==> config.mk <==
export PLATFORM = sky130hd
export DESIGN_NAME = merge2_reader
export DESIGN_NICKNAME = d
export VERILOG_FILES = /design/src/rtl/merge_pkg.sv /design/src/rtl/merge2_sel.sv /design/src/rtl/merge2_reader.sv
export SDC_FILE = /design/constraint.sdc
export NUM_CORES = 1
export LEC_CHECK = 0
export ABC_AREA = 1
export CAP_MARGIN = 10
export CORE_MARGIN = 2
export CORE_UTILIZATION = 49
export CTS_CLUSTER_SIZE = 10
export DETAILED_ROUTE_END_ITERATION = 8
export PLACE_DENSITY = 0.86
export SLEW_MARGIN = 0
export SYNTH_ARGS = -nofsm -noshare
export SYNTH_HDL_FRONTEND = slang
export SYNTH_HIERARCHICAL = 1
export SYNTH_SLANG_ARGS = --single-unit
==> constraint.sdc <==
create_clock -name clk -period 4.3 [get_ports clk]
set_input_delay 0.86 -clock clk [delete_from_list [all_inputs] [get_ports clk]]
set_output_delay 0.86 -clock clk [all_outputs]
set_load 0.01 [all_outputs]
==> src/rtl/merge_pkg.sv <==
// Shared FSM encoding for the two-way run merger (merge2_reader).
package merge_pkg;

    typedef enum logic [2:0] {
        IDLE    = 3'd0,
        MERGE   = 3'd1,
        DRAIN_A = 3'd2,
        DRAIN_B = 3'd3,
        DONE    = 3'd4
    } state_t;

endpackage

==> src/rtl/merge2_sel.sv <==
// Head compare/select for merge2_reader; MERGE_DESCEND_EN selects descending order.
// Ties always favour A so equal keys keep their A-before-B order.
module merge2_sel #(
    parameter int DATA_WIDTH = 32
) (
    input  logic [DATA_WIDTH-1:0] a_head,
    input  logic [DATA_WIDTH-1:0] b_head,
    output logic                  take_a
);

    always_comb begin
`ifdef MERGE_DESCEND_EN
        take_a = (a_head >= b_head);
`else
        take_a = (a_head <= b_head);
`endif
    end

endmodule

==> src/rtl/merge2_reader.sv <==
// Merges one RUN_LEN run from each of two sorted FIFOs into a 2*RUN_LEN run.
// Sort direction is set in merge2_sel via MERGE_DESCEND_EN (default ascending).
module merge2_reader
    import merge_pkg::*;
#(
    parameter int DATA_WIDTH = 32,
    parameter int LOG2_RUN   = 1
) (
    input  logic                  clk,
    input  logic                  reset,
    input  logic                  en,
    input  logic [DATA_WIDTH-1:0] a_head,
    input  logic                  a_empty,
    output logic                  a_rd_en,
    input  logic [DATA_WIDTH-1:0] b_head,
    input  logic                  b_empty,
    output logic                  b_rd_en,
    output logic [DATA_WIDTH-1:0] out_data,
    output logic                  out_wr_en,
    input  logic                  out_full,
    output logic                  run_done,
    output logic                  busy
);

    localparam int CNT_W = LOG2_RUN + 1;
    localparam logic [CNT_W-1:0] RUN_LEN = CNT_W'(1 << LOG2_RUN);

    state_t           state, state_nxt;
    logic [CNT_W-1:0] cnt_a, cnt_b;
    logic [CNT_W-1:0] cnt_a_inc, cnt_b_inc;
    logic             take_a;

    merge2_sel #(
        .DATA_WIDTH(DATA_WIDTH)
    ) u_sel (
        .a_head(a_head),
        .b_head(b_head),
        .take_a(take_a)
    );

    assign cnt_a_inc = cnt_a + 1'b1;
    assign cnt_b_inc = cnt_b + 1'b1;
    assign busy      = (state != IDLE);

    always_comb begin
        state_nxt = state;
        a_rd_en   = 1'b0;
        b_rd_en   = 1'b0;
        case (state)
            IDLE: begin
                if (en) state_nxt = MERGE;
            end
            MERGE: begin
                if (!out_full && !a_empty && !b_empty) begin
                    if (take_a) begin
                        a_rd_en = 1'b1;
                        if (cnt_a_inc == RUN_LEN) state_nxt = DRAIN_B;
                    end else begin
                        b_rd_en = 1'b1;
                        if (cnt_b_inc == RUN_LEN) state_nxt = DRAIN_A;
                    end
                end
            end
            DRAIN_A: begin
                if (!a_empty && !out_full) begin
                    a_rd_en = 1'b1;
                    if (cnt_a_inc == RUN_LEN) state_nxt = DONE;
                end
            end
            DRAIN_B: begin
                if (!b_empty && !out_full) begin
                    b_rd_en = 1'b1;
                    if (cnt_b_inc == RUN_LEN) state_nxt = DONE;
                end
            end
            DONE: begin
                state_nxt = en ? MERGE : IDLE;
            end
            default: state_nxt = IDLE;
        endcase
    end

    always_ff @(posedge clk) begin
        if (reset) begin
            state     <= IDLE;
            cnt_a     <= '0;
            cnt_b     <= '0;
            out_data  <= '0;
            out_wr_en <= 1'b0;
            run_done  <= 1'b0;
        end else begin
            state     <= state_nxt;
            out_wr_en <= a_rd_en | b_rd_en;
            run_done  <= (state == DONE);
            if (a_rd_en) out_data <= a_head;
            else if (b_rd_en) out_data <= b_head;
            if (state == DONE) begin
                cnt_a <= '0;
                cnt_b <= '0;
            end else begin
                if (a_rd_en) cnt_a <= cnt_a_inc;
                if (b_rd_en) cnt_b <= cnt_b_inc;
            end
        end
    end

endmodule

Yosys cells after proc, flatten, opt, wreduce, memory -nomap -nowiden
Index checks and enable logic that the tools add are counted.
W data, S select, Z words.

cells by class
  multipliers = 0
  reduce and logical (&&, ||, !) cells = 11
  muxes and demuxes = 21
  shifts and indexed selects = 0
  div/mod/pow operators = 0
  $lt $le $gt $ge = 1
  equal/unequal tests = 14
  bitwise operators = 1
  add/sub/neg operators = 2

operators by type and width
  cell                   count
  $mux W32               2
  $le A32 B32 Y1         1
  $mux W3                9
  $pmux W3 S5            1
  $ne A2 B2 Y1 const B   6
  $reduce_and A8 Y1      1
  $mux W1                7
  $eq A3 B2 Y1 const B   2
  $ne A3 B3 Y1 const B   2
  $add A2 B1 Y2 const B  2
  $eq A2 B2 Y1 const B   2
  $pmux W1 S2            2
  $eq A3 B1 Y1 const B   1
  $eq A3 B3 Y1 const B   1
  $logic_and A1 B1 Y1    3
  $logic_not A1 Y1       3
  $logic_not A3 Y1       1
  $reduce_bool A3 Y1     1
  $reduce_bool A2 Y1     1
  $reduce_or A2 Y1       1
  $or A1 B1 Y1           1

word-level totals
  memories kept = 0
  flip-flop bits (word level) = 41
  latch bits = 0
  output and inout bits = 37
  memory bits (writable) = 0
  logic and storage cells = 56
  bits of input ports = 70
  memory bits (read-only) = 0

Logic depth before layout (Yosys ltp)
Gate-level depths: netlist of the first run.

  depth in word-level cells = 7
  gate-level depth with buffers = 23
  depth with buffers taken out = 22

Hierarchy
The synthesis of the first run kept the hierarchy.

by module, submodules not included
  module         instances  area each (µm²)  cells each  seq. area each (µm²)
  merge2_reader  1          2149.6           355         820.8
  merge2_sel     1          870.8            141         0.0

Worst setup path before layout of the first run
OpenSTA, ideal clock, no wires.

  path type = input port to output port
  start = input port b_head[31]
  end = output port b_rd_en
  data arrival time = 2.350 ns
  buffers on the path = 1
  cell stages on the path = 13
  required time = 3.440 ns
  slack = 1.090 ns
  path through = inv_1 -> ha_1 -> nand2_1 -> nor2_2 -> nand2_2 -> nor4_4 -> nand2_1 -> nand2_1 -> nand2_1 -> inv_1 -> nand3_1 -> o21ai_4 -> buf_4

between the ends
  cells in the longest elaborated chain, start to end = 4

RTL lines
  item                line                 source
  start: declaration  merge2_reader.sv:15  input logic [DATA_WIDTH-1:0] b_head,
  $le A32 B32 Y1      merge2_sel.sv:15     take_a = (a_head <= b_head);
  named net take_a    merge2_reader.sv:31  logic take_a;
  $mux W1             merge2_reader.sv:55  if (take_a) begin
  $mux W1             merge2_reader.sv:54  if (!out_full && !a_empty && !b_empty) begin
  $pmux W1 S2         merge2_reader.sv:49  case (state)
  end: declaration    merge2_reader.sv:17  output logic b_rd_en,

The timed path passes the listed nets, and every way through them passes these cells.

Worst setup path in the final report of the first run
  start = input port b_head[13]
  end = output port a_rd_en

between the ends
  cells in the longest elaborated chain, start to end = 4

RTL lines
  item              line                 source
  $le A32 B32 Y1    merge2_sel.sv:15
  named net take_a  merge2_reader.sv:31
  $mux W1           merge2_reader.sv:55
  $mux W1           merge2_reader.sv:54
  $pmux W1 S2       merge2_reader.sv:49
  end: declaration  merge2_reader.sv:14  output logic a_rd_en,

The timed path passes the listed nets, and every way through them passes these cells.

==> results list, run 1 <==
* RSZ-0062 raised after global routing: no
- After the last flow step, the layout net total stands at roughly 700.
- Hold crit path type: reg2reg
- Count of vias placed by the detailed router: approximately 3200
- In the synthesized netlist the async set-or-reset flop fraction comes to 0%.
* Startpoint of the worst register-to-register path: state[1]
* Worst-margin pin slew: a little under 0.7 ns
* CP Buf/Inv Count: 3
- The critical path goes through clkdlybuf4s50_1 -> inv_1 -> ha_1 -> a21oi_1 -> o21ai_0 -> a21oi_1 -> nand2_1 -> nand2_1 -> nand2_1 -> nand2_2 -> nand3_1 -> o21ai_4 -> clkdlybuf4s50_1.
- Power density of the placed cells: around 250 mW/mm^2
* Post-cts gate resize count: 0
- From synthesis to final layout, the design area changed by 39.4%.
* Via density: 4.74
* Crit path launch: b_head[13]
- Most used flip-flop cell after synthesis: sky130_fd_sc_hd__dfxtp_1
- Endpoint class of the critical path: output pin
- Initial standard-cell utilization of the core: 50.7%
* Number of buffers created by CTS: 5
* Crit-path leading delay family: buffers and inverters
- Cell type of the slowest stage on the worst timing path: sky130_fd_sc_hd__clkdlybuf4s50_1
- Once placement finished, the instance area stood at 0.00412 mm^2.
* Most common cell in the netlist: sky130_fd_sc_hd__nand2_1
- The die is a little over 80 um tall.
- The worst pin sits at a relative slew slack of around 54%.
* CTS tree: built
- Die W: roughly 83 um
- Number of standard cells in the layout, taps in and fillers out: between 600 and 700
- Worst endpoint required time: 3.44 ns
* Worst setup SP type: input port
- The H-tree generated during clock tree synthesis spans 2 levels.
- The cell sitting at the root of the clock tree is a sky130_fd_sc_hd__clkbuf_8.
* Worst Clk Skew: around 0.0052 ns
- For this design, the sink count on the clock tree is 41.
- Portion of synthesized cell area occupied by the leading cell type: around 27%
* Proportion of layout cells with a drive suffix above 1: just over 4%
- Syn Std Cell Area: between 0.003 and 0.004 mm^2
- The Yosys step of the flow raised 6 warnings.
- The floorplan has 28 rows.
* Routed wire length: between 7000 and 8000 um
- Total inserted antenna cells: 0
- After detailed routing, the number of remaining DRC violations is 0.
* Maximum fanout count along the critical path: 5
- The flow ran to the end, and the final reports show no timing, DRC or antenna violations.
- Max Cap Viol: 0
* Tmin final: a little over 4 ns
* Hold_buf cts: 0
* CTS clock-pin slew for the worst setup and hold paths: 0.07 ns
- Detail Placement HPWL: around 6000 um
- The largest single stage delay on the critical path is about 0.55 ns.
- Most area-consuming cells after synthesis: sky130_fd_sc_hd__dfxtp_1, sky130_fd_sc_hd__nand2_1, sky130_fd_sc_hd__nor2_1, sky130_fd_sc_hd__ha_1, sky130_fd_sc_hd__inv_1
* Total nets after synthesis: 600
- Summing all non-filler instances in the final layout gives an area of about 0.0042 mm^2.
* WL per Instance: 11.4 um
- By startpoint and endpoint, the worst setup path is classified as in2out.
* Global-route wire length before repair: approximately 13000 um
- Maximum buffer depth of the clock tree: 2
* Proportion of synthesized chip area in sequential cells: 27.2%
* Flip-flop and latch count after synthesis: 41
- Setup fix buffers added after clock tree synthesis: 0
- Vias in the first global route: 3025
* Number of setup violations in the final report: 0
* Data arrival time of the worst path: ~3.3 ns
* Commonest cells in the netlist: sky130_fd_sc_hd__nand2_1, sky130_fd_sc_hd__nor2_1, sky130_fd_sc_hd__inv_1
- 1st-pass router iterations: 4
- After synthesis, the mean cell area works out to between 6 and 7 um^2.
- In this run, the number of DRC markers left after iteration 0 of detailed routing was ~130.
* Maximum number of pins on one net before global-route repair: 37
* Number of antenna violations at the first check in global routing: 0
* Clock Latency Late Sink: ~0.29 ns
- Core Box Area: around 0.0060 mm^2
* Overall track demand over capacity in global routing: roughly a quarter
- In the synthesized netlist, the number of instances is between 400 and 500.
- Placed cells: approximately 670
- Launch instance of the worst min-delay path: cnt_a[0]
- For this run, the share of the core covered by cells in the final layout is between 70% and 80%.
* Worst IR drop on VDD: around 0.17 mV
- Final count of pins violating max slew: 0
- I/O Pins: roughly 110
* Floorplan die area: a little under 0.007 mm^2
- Post-route setup TNS: 0 ns
- sky130_fd_sc_hd__dfxtp_1 takes more of the synthesized area than any other cell.
- Number of port buffers: ~110
- Remaining number of nets flagged by the antenna check after routing: 0
* Cell seen most often among critical-path stages: sky130_fd_sc_hd__nand2_1
- Hold Vio Cnt, Final: 0
- GPL Wtd Cong: a little under 0.9
* Total congestion overflow after global routing: 0
- Max Clk Rate: approximately 240 MHz
- The analysis attributes to cell leakage a power of around 0.0021 uW.
- Count of different cell masters after synthesis: 26
- Part of the cycle the worst path needs: about 96%
* Post-synth EDFFs: 0
[per-stage QoR]
| step | hold WS, ns | power, uW | worst slack [ns] |
|---|---|---|---|
| floorplan | 0.428 | 646 | 1.09 |
| finish | 0.471 | 1060 | 0.165 |
| CTS | 0.472 | 1070 | 0.0823 |
| detailed placement | 0.460 | 809 | 0.0911 |
| global placement | 0.440 | 798 | 0.176 |
| global route | 0.528 | 1140 | 0.0138 |
[registers in the layout, indices dropped and copies added, names as in the netlist]
| name | cells |
|---|---|
| run_done | 1 |
| cnt_b | 2 |
| out_data | 32 |
| state | 3 |
| out_wr_en | 1 |
| cnt_a | 2 |
[per-layer routing]
metal,up-vias,GRT usage (%),share of wire [%],wire (um)
met5,-,0,0,0
met1,1397,28.0,44,3360
met4,0,7.05,1.7,132
met2,98,44.5,49,3780
met3,13,4.24,5.7,440
li1,1696,-,-,-
[power by group]
| part | switching (uW) | internal [uW] |
|---|---|---|
| combinational | 199 | 183 |
| clock | 131 | 128 |
| sequential | 17.7 | 407 |
| total | 347 | 717 |
[path summary, 6_finish.rpt]
kind	endpoint	slack, ns	depth (start not counted)
worst max register to register	out_data[13]	2.62	9
worst max-delay path	a_rd_en	0.17	13
worst min-delay path	cnt_a[0]	0.47	1
worst min register to register	cnt_a[0]	0.47	1
[cell type report]
class | instances | area [um^2]
clock buffers | 7 | 86.3
fillers | 521 | 1750
inverters | 89 | 334
multi-input cells | 353 | 1770
flip-flops and latches | 41 | 821
well taps | 75 | 93.8
repair buffers | 111 | 1100
[cell usage in the layout (no fill, tap or decap)]
master	synthesis	layout
sky130_fd_sc_hd__o21a_1	2	2
sky130_fd_sc_hd__nand2_1	143	142
sky130_fd_sc_hd__ha_1	34	34
sky130_fd_sc_hd__nor3_1	2	2
sky130_fd_sc_hd__o21ai_0	8	8
sky130_fd_sc_hd__dfxtp_1	41	41
sky130_fd_sc_hd__nand3_4	1	1
sky130_fd_sc_hd__dlymetal6s2s_1	0	1
sky130_fd_sc_hd__nor2_2	4	4
sky130_fd_sc_hd__and3_1	1	1
sky130_fd_sc_hd__nor2_1	118	118
sky130_fd_sc_hd__o21ai_4	2	2
sky130_fd_sc_hd__nand2_2	1	2
sky130_fd_sc_hd__or2_2	1	1
sky130_fd_sc_hd__nand3_1	9	9
sky130_fd_sc_hd__clkinv_1	1	1
sky130_fd_sc_hd__clkbuf_8	0	6
sky130_fd_sc_hd__xor2_1	1	1
sky130_fd_sc_hd__a21o_1	1	1
sky130_fd_sc_hd__nand4_1	3	3
sky130_fd_sc_hd__inv_1	85	85
sky130_fd_sc_hd__a21oi_1	20	20
sky130_fd_sc_hd__inv_2	3	3
sky130_fd_sc_hd__buf_4	6	5
sky130_fd_sc_hd__clkdlybuf4s50_1	0	105
sky130_fd_sc_hd__nor4_4	1	1
sky130_fd_sc_hd__o22ai_1	1	1
sky130_fd_sc_hd__clkbuf_1	4	1
[logic make-up (layout without fill, tap and decap cells)]
logic type,count (synthesis),in the layout,synth area share [%]
and+or+nand+nor,284,284,37.6
xor gates and xnor gates,1,1,0.290
buffers and inverters,102,207,14.2
AOI/OAI and AO/OA,34,34,6.67
adders and majority gates,34,34,14.1
DFF,41,41,27.2
(Power assumes the default switching activity.)
==> run 2: changes to the inputs <==
--- a/config.mk
+++ b/config.mk
@@ -12,6 +12,7 @@
 export CTS_CLUSTER_SIZE = 10
 export DETAILED_ROUTE_END_ITERATION = 8
 export PLACE_DENSITY = 0.86
+export SETUP_SLACK_MARGIN = 0.05
 export SLEW_MARGIN = 0
 export SYNTH_ARGS = -nofsm -noshare
 export SYNTH_HDL_FRONTEND = slang
==> results list, run 2 (synthesis gave the netlist of run 1 again) <==
* Register containing the most flip-flops in the final layout: out_data
- Setup repair after global routing left no endpoint under its margin.
- I/O Pins: 107 (unchanged)
* Clock Latency Late Sink: 0.29 ns (about the same)
- Part of the cycle the worst path needs: 87.9% (-8.3 points)
* Post-route setup TNS: 0 ns (unchanged)
- Vias in the first global route: 3025 (unchanged)
* Cell seen most often among critical-path stages: sky130_fd_sc_hd__nand2_1
- The min-delay analysis places its worst path in the category reg2reg.
- The final-report hold violation count was 0 (unchanged).
- Overall track demand over capacity in global routing: 24.0% (unchanged)
* CTS clock-pin slew for the worst setup and hold paths: 0.07 ns (about the same)
- Max Cap Viol: 0 (unchanged)
* Core Box Area: 0.00596 mm^2 (unchanged)
* Placed Instance Area: 0.00412 mm^2 (unchanged)
- The maximum count of clock buffers along a single path was 2 (unchanged).
* Global-route wire length before repair: 12800 um (unchanged)
- Detail Placement HPWL: 5920 um (unchanged)
- Type of the worst setup path: in2out
* Launch instance of the worst min-delay path: cnt_a[0]
- The slowest stage of the critical path belongs to the cell sky130_fd_sc_hd__clkdlybuf4s50_1.
* Routed wire length: 7650 um (-0.77%)
* Hold_buf cts: 0 (unchanged)
* Data arrival time of the worst path: 2.92 ns (-0.35 ns)
* Setup fix buffers added after clock tree synthesis: 0 (unchanged)
- The largest vdd supply drop is 0.169 mV (+0.19%).
- The count of final max-slew check failures is 0 (unchanged).
* Tightest slew margin relative to the limit: 54.8% (+1.2 points)
- The critical path data required time came to 3.44 ns (about the same).
- Smallest hold slack: 0.473 ns (+0.00175 ns)
- Remaining number of nets flagged by the antenna check after routing: 0 (unchanged)
* GPL Wtd Cong: 0.881 (unchanged)
- The critical path starts at b_head[31].
* CTS tree: built
* Startpoint of the worst register-to-register path: state[1]
- Endpoint class of the critical path: output pin
- Row Count: 28 (unchanged)
- Tmin final: 3.78 ns (-0.355 ns)
- WL per Instance: 11.3 um (-0.77%)
- # H-tree levels: 2 (unchanged)
- Most frequent cells in the layout: sky130_fd_sc_hd__nand2_1, sky130_fd_sc_hd__nor2_1, sky130_fd_sc_hd__clkdlybuf4s50_1
* 1st-pass router iterations: 4 (unchanged)
- The highest clock rate came to 265 MHz (+9.4%).
* Delay of the slowest critical-path stage: 0.48 ns (-0.07 ns)
* Number of antenna violations at the first check in global routing: 0 (unchanged)
- Largest registers in the final layout: out_data: 32 flops, state: 3 flops
- Worst Clk Skew: 0.00387 ns (-0.00134 ns)
- The clock net sink count came to 41 (unchanged).
- The total CTS buffers was 5 (unchanged).
- The layout cell share with drive strength beyond 1 came to 4.33% (+0.17 points).
- Final Instance Area: 0.00422 mm^2 (+0.12%)
- Largest register FFs: 32 (unchanged)
- The die outline width is 82.5 um (unchanged).
* Leakage power total: 0.00209 uW (+0.86%)
- The filler-free cell count of the finished design came to 676 (unchanged).
- The largest net degree at the start of global routing was 37 (unchanged).
- The number of DRC markers after the initial detailed-route iteration came to 123 (-6.8%).
* Initial standard-cell utilization of the core: 50.7% (unchanged)
- Placed cells: 669 (unchanged)
- The count of antenna diodes in the layout came to 0 (unchanged).
- Syn-to-layout area delta: 39.6%
* Total congestion overflow after global routing: 0 (unchanged)
- The areal power density over the cells came to 252 mW/mm^2 (-0.35%).
- Via density: 4.75 (+0.31%)
* Height of the chip: 82.5 um (unchanged)
- Number of port buffers: 106 (unchanged)
* Worst path cell trace: clkdlybuf4s50_1 -> inv_1 -> ha_1 -> nand2_1 -> nor2_2 -> nand2_2 -> nor4_4 -> nand2_1 -> nand2_1 -> nand2_2 -> inv_1 -> nand3_1 -> o21ai_4 -> dlymetal6s2s_1
* Number of nets at the end of the flow: 705 (unchanged)
- The count of unresolved DRC violations after routing came to 0 (unchanged).
- Outcome: finished clean
* Floorplan die area: 0.00681 mm^2 (unchanged)
* Worst setup SP type: input port
- Most common library cell in the layout ignoring fill and taps: sky130_fd_sc_hd__nand2_1
- Worst-margin pin slew: 0.676 ns (-0.0176 ns)
- The vias after detailed routing came to 3214 (+0.31%).
- Maximum fanout count along the critical path: 5 (unchanged)
* Cell chosen for the clock root: sky130_fd_sc_hd__clkbuf_8
* Number of setup violations in the final report: 0 (unchanged)
==> run 2: per-layer routing <==
layer	part of all wire, %	GRT usage, %	routed length, um
met3	5.2	4.24	396
met2	50	44.5	3800
met1	43	28.0	3320
met5	0	0	0
met4	1.7	7.05	132
==> run 2: worst max-delay path, delay by kind of cell <==
family | cells | cell delay [ns]
simple gates | 8 | 0.86
compound gates | 1 | 0.17
fa+ha+maj | 1 | 0.28
buf+inv | 4 | 0.76
==> run 2: cell type report <==
type / instances / area [um^2]
Clock buffer: 7 / 86.3
Multi-Input combinational cell: 353 / 1780
Timing Repair Buffer: 111 / 1100
Tap cell: 75 / 93.8
Sequential cell: 41 / 821
Inverter: 89 / 334
Fill cell: 518 / 1740
==> run 2: path summary, 6_finish.rpt <==
path / cells past startpoint / slack, ns / to
setup / recovery: 14 / 0.52 / b_rd_en
hold / removal: 1 / 0.47 / cnt_a[0]
setup reg to reg: 9 / 2.61 / out_data[16]
hold reg to reg: 1 / 0.47 / cnt_a[0]
==> run 2: what timing repair did <==
item	4_1_cts	5_1_grt
endpoints found under the hold margin	0	0
endpoints found under the setup margin	0	2
resized for setup	0	4
==> run 2: report_power, final <==
part	leakage (uW)	internal [uW]	total, uW	switching [uW]
combinational	0.00172	182	379	197
sequential	0.000332	406	424	17.6
clock	0.0000443	128	258	131
total	0.00209	717	1060	345
==> run 2: through the flow <==
step | util, % | total power, uW | worst slack (ns)
final | 70.8 | 1060 | 0.520
after CTS | 70.6 | 1070 | 0.0823
after floorplan | - | 646 | 1.09
after detailed placement | 69.2 | 809 | 0.0911
after global routing | 70.8 | 1140 | 0.324
after global placement | 69.2 | 798 | 0.176
==> run 3: changes to the inputs <==
--- a/config.mk
+++ b/config.mk
@@ -7,11 +7,13 @@
 export LEC_CHECK = 0
 export ABC_AREA = 1
 export CAP_MARGIN = 10
+export CELL_PAD_IN_SITES_DETAIL_PLACEMENT = 0
+export CELL_PAD_IN_SITES_GLOBAL_PLACEMENT = 1
 export CORE_MARGIN = 2
-export CORE_UTILIZATION = 49
+export CORE_UTILIZATION = 33
 export CTS_CLUSTER_SIZE = 10
 export DETAILED_ROUTE_END_ITERATION = 8
-export PLACE_DENSITY = 0.86
+export PLACE_DENSITY_LB_ADDON = 0.1
 export SETUP_SLACK_MARGIN = 0.05
 export SLEW_MARGIN = 0
 export SYNTH_ARGS = -nofsm -noshare
==> results list, run 3 (synthesis gave the netlist of run 1 again) <==
- The relative slew slack came to 43.6% (-11 points).
- Count of vias placed by the detailed router: 3103 (-3.5%)
- Total inserted antenna cells: 0 (unchanged)
- Global-route wire length before repair: 13700 um (+7.3%)
- Most frequent cells in the layout: sky130_fd_sc_hd__nand2_1, sky130_fd_sc_hd__nor2_1, sky130_fd_sc_hd__clkdlybuf4s50_1
- The number of DRC markers after the initial detailed-route iteration came to 79 (-36%).
- Routed wire length: 8310 um (+8.7%)
* WL per Instance: 11.7 um (+3.6%)
- The critical path data required time came to 3.44 ns (about the same).
- Core Box Area: 0.00881 mm^2 (+48%)
- The worst setup path is captured at an output pin.
- Proportion of layout cells with a drive suffix above 1: 4.33% (unchanged)
* Number of port buffers: 106 (unchanged)
* Worst Clk Skew: 0.00633 ns (+0.00246 ns)
- The effective utilization at floorplan was 34.3% (-16 points).
* Data arrival time of the worst path: 3.09 ns (+0.17 ns)
- Vias in the first global route: 3006 (-0.63%)
- The internal power came to 818 uW (+14%).
- CTS placed an instance of sky130_fd_sc_hd__clkbuf_8 at the clock tree root.
* Detail Placement HPWL: 6110 um (+3.2%)
* Most common library cell in the layout ignoring fill and taps: sky130_fd_sc_hd__nand2_1
- From synthesis to final layout, the design area changed by 41.8%.
- The shortest clock period the worst path allows after layout was 3.95 ns (+0.175 ns).
- Placed Instance Area: 0.00415 mm^2 (+0.70%)
- The net switching component of the power came to 364 uW (+5.4%).
- Cell type of the slowest stage on the worst timing path: sky130_fd_sc_hd__clkdlybuf4s50_1
- The area of combinational cells with multiple inputs came to 0.00177 mm^2 (-0.28%).
- TritonCTS built the clock tree.
- Cell seen most often among critical-path stages: sky130_fd_sc_hd__nand2_1
- The number of rows in the core area came to 34 (+21%).
- Among cell families on the critical path, the largest total delay comes from buffers and inverters.
- Worst hold path cell count: 1 (unchanged)
- Worst-margin pin slew: 0.846 ns (+0.170 ns)
* Outcome: finished clean
- The total congestion overflow after global routing was 0 (unchanged).
- Largest registers in the final layout: out_data: 32 flops, state: 3 flops
* Register containing the most flip-flops in the final layout: out_data
- Number of buffers created by CTS: 5 (unchanged)
* Final count of pins violating max slew: 0 (unchanged)
- The number of cells on the critical path was 14 (unchanged).
* Number of antenna violations at the first check in global routing: 0 (unchanged)
- Remaining number of nets flagged by the antenna check after routing: 0 (unchanged)
- Worst path cell trace: clkdlybuf4s50_1 -> inv_1 -> ha_1 -> nand2_1 -> nor2_1 -> nand2_2 -> nor4_4 -> nand2_1 -> nand2_1 -> nand2_1 -> inv_1 -> nand3_1 -> o21ai_4 -> dlygate4sd2_1
* I/O Pins: 107 (unchanged)
* Final Instance Area: 0.00428 mm^2 (+1.6%)
- The combinational share of power was 32.2% (-3.5 points).
* Fill cell count: 915 (+77%)
- The insertion delay of the later-clocked pin in the worst-skew pair came to 0.29 ns (about the same).
- Die W: 99.7 um (+21%)
- Number of setup violations in the final report: 0 (unchanged)
* CTS clock-pin slew for the worst setup and hold paths: 0.09 ns (+0.02 ns)
- Setup repair after global routing left no endpoint under its margin.
* Proportion of power drawn by flip-flops and latches: 35.9% (-4.0 points)
- Max Clk Rate: 253 MHz (-4.4%)
- Hold_buf cts: 0 (unchanged)
* Maximum number of pins on one net before global-route repair: 39 (+5.4%)
- The share of the clock period used by the worst path after layout is 92.0% (+4.1 points).
- The die outline area was 0.00993 mm^2 (+46%).
* Via density: 4.38 (-7.9%)
- The setup TNS came to 0 ns (unchanged).
* Leakage power total: 0.00210 uW (+0.26%)
- The number of flip-flops under the largest register name is 32 (unchanged).
* Worst reg2reg path depth: 9 (unchanged)
- In this run the worst hold path is classified as reg2reg.
- Height of the chip: 99.7 um (+21%)
* Power density of the placed cells: 276 mW/mm^2 (+9.5%)
* DRC: 0 (unchanged)
* Hold Vio Cnt, Final: 0 (unchanged)
- The highest cell delay on the worst timing path came to 0.51 ns (+0.03 ns).
* CP Buf/Inv Count: 4 (unchanged)
* 1st-pass router iterations: 6 (+2)
* Type of the worst setup path: in2out
* Clock Sinks: 41 (unchanged)
* GPL Wtd Cong: 0.783 (-11%)
- The number of buffers inserted by post-CTS setup repair came to 0 (unchanged).
* Maximum buffer depth of the clock tree: 2 (unchanged)
* Worst setup SP type: input port
- Clock Power Share: 31.9% (+7.6 points)
* Total area of sequential cells: 821 um^2 (unchanged)
- The switching share of power came to 30.8% (-1.7 points).
* Overall track demand over capacity in global routing: 17.2% (-6.8 points)
- Max Cap Viol: 0 (unchanged)
- The number of H-tree levels was 2 (unchanged).
- The count of nets after finishing is 704 (-0.14%).
- The largest vdd supply drop is 0.128 mV (-24%).
- Maximum fanout count along the critical path: 5 (unchanged)
-- run 3: timing repair --
item                       4_1_cts  5_1_grt
hold endpoints to repair         0        0
gates resized for setup          1        1
setup endpoints to repair        1        1
-- run 3: final cells by class --
| class | count | area share (%) |
|---|---|---|
| flip-flops and latches | 41 | 19.2 |
| clock inverters | 3 | 1.52 |
| clock buffers | 5 | 1.61 |
| multi-input cells | 353 | 41.4 |
| repair buffers | 110 | 25.4 |
| well taps | 108 | 3.16 |
| inverters | 89 | 7.80 |
-- run 3: worst paths after layout --
path	startpoint	endpoint	slack (ns)
worst max-delay path	b_head[27]	b_rd_en	0.35
worst min-delay path	cnt_a[0]	cnt_a[0]	0.47
worst min register to register	cnt_a[0]	cnt_a[0]	0.47
worst max register to register	state[1]	out_data[31]	2.52
-- run 3: worst register-to-register path, cell delays in order (launching register included) --
cell and delay [ns]:
sky130_fd_sc_hd__dfxtp_1 0.37, sky130_fd_sc_hd__inv_1 0.11, sky130_fd_sc_hd__nor3_1 0.26, sky130_fd_sc_hd__nand2_1 0.15
sky130_fd_sc_hd__o21ai_4 0.09, sky130_fd_sc_hd__buf_4 0.40, sky130_fd_sc_hd__nand2_1 0.10, sky130_fd_sc_hd__nand2_1 0.12
sky130_fd_sc_hd__nor2_1 0.05, sky130_fd_sc_hd__nor2_1 0.07
-- run 3: power groups by stage --
stage               sequential (uW)  combinational, uW  clock [uW]
finish                          424                380         377
global route                    428                433         409
CTS                             424                384         392
detailed placement              433                381           0
global placement                433                382           0
floorplan                       440                206           0
-- run 3: metrics by stage --
| step | power, uW | hold WS, ns | util, % | cells | setup slack (ns) |
|---|---|---|---|---|---|
| after floorplan | 646 | 0.428 | - | 496 | 1.09 |
| after global placement | 814 | 0.442 | 47.1 | 701 | 0.114 |
| after detailed placement | 814 | 0.451 | 47.1 | 701 | 0.0708 |
| after CTS | 1200 | 0.466 | 48.6 | 709 | 0.103 |
| after global routing | 1270 | 0.526 | 48.6 | 709 | 0.142 |
| final | 1180 | 0.469 | 48.6 | 709 | 0.345 |
-- run 3: metal layers --
metal	GRT usage, %	wire [um]	vias up
met4	4.43	87	0
met5	0	0	-
met1	22.2	4010	1329
li1	-	-	1688
met3	3.72	482	6
met2	29.2	3740	80
